===== config.mk =====
export PLATFORM = sky130hd
export DESIGN_NAME = cis_splitter
export DESIGN_NICKNAME = d
export VERILOG_FILES = /design/src/rtl/cis_splitter.sv
export SDC_FILE = /design/constraint.sdc
export NUM_CORES = 1
export LEC_CHECK = 0
export CORE_MARGIN = 2
export CORE_UTILIZATION = 36
export DETAILED_ROUTE_END_ITERATION = 8
export PLACE_DENSITY = 0.76
export SYNTH_ARGS = -nofsm -noshare
export SYNTH_HDL_FRONTEND = slang
export SYNTH_SLANG_ARGS = --single-unit

===== constraint.sdc =====
create_clock -name i_clk -period 1.4 [get_ports i_clk]
set_clock_uncertainty 0.15 [all_clocks]
set_input_delay 0.21 -clock i_clk [delete_from_list [all_inputs] [get_ports i_clk]]
set_output_delay 0.21 -clock i_clk [all_outputs]
set_load 0.03 [all_outputs]

===== src/rtl/cis_splitter.sv =====
// cis_splitter: sits between instruction prefetch and decode.
// Takes one fetched 32-bit word at a time and hands decode one instruction
// per handshake. Words with bit 31 set are compressed (CIS) words and carry
// two 15-bit half-instructions, issued upper half first.
// Build option: define OPT_CIS_EN to enable splitting. Without it, any
// non-faulting word with bit 31 set is passed through whole and flagged
// illegal, and o_cis/o_phase are tied low.
module cis_splitter #(
   parameter int ADDRESS_WIDTH = 32
) (
   input  logic                     i_clk,
   input  logic                     i_rst,
   input  logic                     i_new_pc,
   input  logic                     i_clear_cache,
   input  logic                     i_half_start,
   input  logic                     i_pf_valid,
   input  logic [31:0]              i_pf_insn,
   input  logic [ADDRESS_WIDTH-1:0] i_pf_pc,
   input  logic                     i_pf_illegal,
   output logic                     o_pf_stalled_n,
   input  logic                     i_stalled_n,
   output logic                     o_valid,
   output logic [31:0]              o_insn,
   output logic [ADDRESS_WIDTH-1:0] o_pc,
   output logic                     o_phase,
   output logic                     o_cis,
   output logic                     o_illegal
);

   localparam int AW = ADDRESS_WIDTH;

   logic          valid_reg,   valid_next;
   logic [31:0]   insn_reg,    insn_next;
   logic [AW-1:0] pc_reg,      pc_next;
   logic          illegal_reg, illegal_next;

   logic flush;
   logic advance;
   logic load;
   logic pending_now;

   // A flush from either source kills whatever is held or outstanding
   assign flush   = i_new_pc || i_clear_cache;
   // Output register may be overwritten when empty or when decode takes it
   assign advance = !valid_reg || i_stalled_n;

`ifdef OPT_CIS_EN
   logic          phase_reg,   phase_next;
   logic          cis_reg,     cis_next;
   logic          pending_reg, pending_next;
   logic [14:0]   half_reg,    half_next;
   logic          skip_reg,    skip_next;

   assign pending_now = pending_reg;
`else
   // Branch-into-second-half has no meaning without splitting
   logic unused_half_start;
   assign unused_half_start = i_half_start;
   assign pending_now       = 1'b0;
`endif

   // Prefetch word is taken only when the output slot frees up, no second
   // half is still owed, and nothing is flushing the pipe this cycle
   assign o_pf_stalled_n = advance && !pending_now && !flush && !i_rst;
   assign load           = i_pf_valid && o_pf_stalled_n;

`ifdef OPT_CIS_EN
   // Next-state: flush beats second-half issue, which beats a new load
   always_comb begin
      valid_next   = valid_reg;
      insn_next    = insn_reg;
      pc_next      = pc_reg;
      illegal_next = illegal_reg;
      phase_next   = phase_reg;
      cis_next     = cis_reg;
      pending_next = pending_reg;
      half_next    = half_reg;
      skip_next    = skip_reg;

      if (flush) begin
         valid_next   = 1'b0;
         illegal_next = 1'b0;
         pending_next = 1'b0;
         // Landing on the second half of a CIS word: drop its upper half
         skip_next    = i_new_pc && i_half_start;
      end else if (pending_reg && advance) begin
         valid_next   = 1'b1;
         insn_next    = {1'b1, half_reg, 16'h0000};
         phase_next   = 1'b1;
         cis_next     = 1'b1;
         illegal_next = 1'b0;
         pending_next = 1'b0;
      end else if (load) begin
         valid_next = 1'b1;
         pc_next    = i_pf_pc;
         skip_next  = 1'b0;
         if (i_pf_illegal) begin
            // A faulted fetch is never split; decode must see the fault once
            insn_next    = i_pf_insn;
            illegal_next = 1'b1;
            phase_next   = 1'b0;
            cis_next     = 1'b0;
         end else if (!i_pf_insn[31]) begin
            insn_next    = i_pf_insn;
            illegal_next = 1'b0;
            phase_next   = 1'b0;
            cis_next     = 1'b0;
         end else if (!skip_reg) begin
            insn_next    = {1'b1, i_pf_insn[30:16], 16'h0000};
            illegal_next = 1'b0;
            phase_next   = 1'b0;
            cis_next     = 1'b1;
            pending_next = 1'b1;
            half_next    = i_pf_insn[14:0];
         end else begin
            insn_next    = {1'b1, i_pf_insn[14:0], 16'h0000};
            illegal_next = 1'b0;
            phase_next   = 1'b1;
            cis_next     = 1'b1;
         end
      end else if (advance) begin
         valid_next = 1'b0;
      end
   end

   // Registers for the output slot and the split bookkeeping
   always_ff @(posedge i_clk) begin
      if (i_rst) begin
         valid_reg   <= 1'b0;
         insn_reg    <= '0;
         pc_reg      <= '0;
         illegal_reg <= 1'b0;
         phase_reg   <= 1'b0;
         cis_reg     <= 1'b0;
         pending_reg <= 1'b0;
         half_reg    <= '0;
         skip_reg    <= 1'b0;
      end else begin
         valid_reg   <= valid_next;
         insn_reg    <= insn_next;
         pc_reg      <= pc_next;
         illegal_reg <= illegal_next;
         phase_reg   <= phase_next;
         cis_reg     <= cis_next;
         pending_reg <= pending_next;
         half_reg    <= half_next;
         skip_reg    <= skip_next;
      end
   end

   assign o_phase = phase_reg;
   assign o_cis   = cis_reg;
`else
   // Next-state without splitting: a CIS-form word is an illegal instruction
   always_comb begin
      valid_next   = valid_reg;
      insn_next    = insn_reg;
      pc_next      = pc_reg;
      illegal_next = illegal_reg;

      if (flush) begin
         valid_next   = 1'b0;
         illegal_next = 1'b0;
      end else if (load) begin
         valid_next   = 1'b1;
         insn_next    = i_pf_insn;
         pc_next      = i_pf_pc;
         illegal_next = i_pf_illegal || i_pf_insn[31];
      end else if (advance) begin
         valid_next = 1'b0;
      end
   end

   // Registers for the output slot
   always_ff @(posedge i_clk) begin
      if (i_rst) begin
         valid_reg   <= 1'b0;
         insn_reg    <= '0;
         pc_reg      <= '0;
         illegal_reg <= 1'b0;
      end else begin
         valid_reg   <= valid_next;
         insn_reg    <= insn_next;
         pc_reg      <= pc_next;
         illegal_reg <= illegal_next;
      end
   end

   assign o_phase = 1'b0;
   assign o_cis   = 1'b0;
`endif

   assign o_valid   = valid_reg;
   assign o_insn    = insn_reg;
   assign o_pc      = pc_reg;
   assign o_illegal = illegal_reg;

endmodule


==> metrics.md <==
| Metric | Value |
|---|---|
| DRT Pass-1 Iters | `4` |
| Yosys top cell area share | `46.7%` |
| Sw power | `1.07 mW` |
| Die ar. | `8580 µm²` |
| GP Congestion | `0.673` |
| Gate power share | `16.8%` |
| Fillers | `625` |
| H-tree levels | `3` |
| CTS Buf Count | `9` |
| Compound-Gate Fraction of Synth Area | `0.619%` |
| Core Box Area | `7690 µm²` |
| Critical path class | `reg -> reg` |
| Die Ht | `92.6 µm` |
| Total wire length | `6.76 mm` |
| Asr flop ratio synth | `0%` |
| Post-synthesis cell type count | `19` |
| Final WS setup | `-17.9 ps` |
| Largest family of logic cells by synthesized area | `multiplexers` |
| Final setup fails | `23` |
| Dpl ws | `-521 ps` |
| VDD IR max | `720 µV` |
| Worst hold start | `i_rst` |
| Status | `complete, but fails checks` |
| Detailed placer's ending HPWL | `4.31 mm` |
| Failing checks | `setup timing` |
| Minimum clock period | `1420 ps` |
| Initial antenna violation count | `0` |
| Cell taking the most area after synthesis | `dfxtp_1` |
| Clock sinks | `66` |
| Final Cell Area | `4770 µm²` |
| Multiplexer share of the synthesized area | `32.0%` |
| Post-CTS Hold Buffers | `0` |
| Crit share post-route | `101%` |
| Unrepaired setup endpoints after global routing | `true` |
| Clock network power share | `37.3%` |
| Hold Path Cell Cnt | `3` |
| Critical Path Start Type | `flop` |
| Most numerous cell in the Yosys netlist | `dfxtp_1` |
| Flop and latch count out of synthesis | `66` |
| CP Capture Type | `flop` |
| Reg2reg end | `o_insn[14]` |
| Fin. Hold Viols | `0` |
| Antenna Cells | `0` |
| Post-DRT Antenna Nets | `0` |
| Gr usage total | `15.4%` |
| CTS tree | `done` |
| Largest fanout on the critical path | `13` |
| Post-layout nets | `438` |
| Min Hold Slack | `88.3 ps` |
| Switching share of power | `24.9%` |
| Area delta synth->final | `68.7%` |
| Top cells by area, synth | `dfxtp_1, mux2_4, nor2b_1, mux2_2, and2b_1` |
| FF-to-FF setup slack | `-20 ps` |
| Final non-filler cell total | `473` |
| Clock transition at the registers of the reported paths | `70 ps` |
| XOR/XNOR Fraction of Synth Area | `0%` |
| Max-cap violations | `0` |
| IO Pins | `141` |
| Max Slew Vio Count | `0` |
| First-pass GRT wire length | `10.3 mm` |
| CP Data Required Time | `1470 ps` |
| Pleak | `2.16 nW` |
| Power density cells | `904 nW/µm²` |
| Clk Latency, worst-skew pair | `330 ps` |
| Initial Util | `36.8%` |
| Seq/Total Area, Yosys | `46.7%` |
| Internal | `3.24 mW` |
| Number of remaining DRC errors | `0` |
| GRT overflow | `0` |
| Pin count of the biggest net entering global routing | `39` |
| Worst min path class | `in -> reg` |
| Synth Area in Adders | `0%` |
| Synth warnings | `0` |
| Most used flip-flop cell after synthesis | `dfxtp_1` |
| Min-Delay Endpoint | `o_valid` |
| Tot Pwr | `4.31 mW` |
| Mapped Avg Cell Area | `12.7 µm²` |
| Critical Path AT | `1490 ps` |
| Post-Place Cells | `450` |
| Width of the die | `92.6 µm` |
| Post-synth top cells | `dfxtp_1, nor2b_1, mux2_4` |
| Max Freq | `705 MHz` |
| Placed cell areas | `4290 µm²` |
| Mapped Area | `2830 µm²` |
| R2r worst-path depth | `5` |
| CTS root buf | `clkbuf_8` |
| # port buffers | `137` |
| EDFF count, synth | `0` |
| Routed len/inst | `14.3 µm` |
| Post-synthesis simple-gate area fraction | `16.2%` |
| Share of layout cells above drive strength 1 | `45.0%` |
| Mapped Cells | `222` |
| Rows | `32` |
| Clock Tree Buf Depth | `2` |
| Mean number of vias per cell | `4.34` |
| 1st-iter DRT viols | `29` |
| Vias in the first global route | `2001` |
| Via count | `2055` |
| Reg-to-Reg Start | `o_valid` |
| Flop pwr share | `45.8%` |
[cell families (layout without fill, tap and decap cells)]
family | Yosys count | count (layout)
other cells | 1 | 2
compound gates | 3 | 3
simple gates | 71 | 71
mux | 64 | 64
buf+inv | 17 | 165
flops | 66 | 66
[what timing repair did]
item / in CTS / in global routing
cloned: 3 / 2
setup endpoints to repair: 125 / 74
resized for setup: 190 / 25
setup buffers: 2 / 0
pin swaps: 2 / 0
[power by group through the flow]
stage / logic, mW / registers, mW / clock network [mW]
after floorplan: 0.215 / 2.15 / 0
after global placement: 0.699 / 2.02 / 0
after detailed placement: 0.704 / 2.02 / 0
after CTS: 0.716 / 1.98 / 1.66
after global routing: 0.763 / 1.98 / 1.77
final: 0.726 / 1.98 / 1.61
[critical path: stages (launching register included)]
cell and delay (ps):
dfxtp_4 370, nand2b_4 60, nand3_4 70, buf_12 160, buf_12 180, mux2_4 310
[metrics by stage]
stage          utilization, %  setup TNS (ps)
2_1_floorplan               -           -3.98
3_3_place_gp             55.9          -29680
3_5_place_dp             55.9          -32090
4_1_cts                  61.3            -729
5_1_grt                  62.0           -2240
6_report                 62.0            -260
[layer usage]
layer	GRT usage [%]	wire length (µm)	vias up
met4	4.41	69	0
met2	23.6	3010	82
met5	0	0	-
met1	20.2	3170	944
met3	6.10	500	9
li1	-	-	1020
[cells in the final DEF (no fill, tap or decap), types with 2 or more instances in the layout]
| cell | Yosys | final |
|---|---|---|
| dfxtp_1 | 66 | 65 |
| buf_2 | 1 | 4 |
| clkdlybuf4s15_2 | 0 | 53 |
| buf_4 | 3 | 8 |
| clkbuf_2 | 0 | 4 |
| clkdlybuf4s50_1 | 0 | 66 |
| mux2_4 | 49 | 63 |
| buf_12 | 0 | 3 |
| clkinvlp_4 | 0 | 2 |
| conb_1 | 1 | 2 |
| buf_16 | 0 | 3 |
| clkbuf_8 | 0 | 10 |
| nor2b_1 | 51 | 50 |
| and2b_1 | 14 | 14 |
| clkbuf_16 | 0 | 2 |
[how the worst max path moves through the flow]
stage                             start              to  cells past startpoint
final                           o_valid      o_insn[14]                      5
after global routing            o_valid  o_pf_stalled_n                      3
after CTS                       o_valid         o_pc[0]                      5
after detailed placement  i_clear_cache         o_pc[2]                      5
after global placement    i_clear_cache        o_pc[30]                      5
after floorplan                   i_rst  o_pf_stalled_n                      4
[registers in the layout, summed over array words and instances, names as in the netlist]
signal,count
o_valid,1
o_insn,32
o_illegal,1
o_pc,32
[final cells by class]
cell class	instances	area, µm²	area share, %
timing repair buffer	148	1620	34.0
clock inverter	6	65.1	1.36
multi-input combinational	140	1490	31.2
sequential	66	1330	27.8
inverter	1	3.75	0.0787
tap	102	128	2.68
clock buffer	10	138	2.89
(Power assumes the default switching activity.)
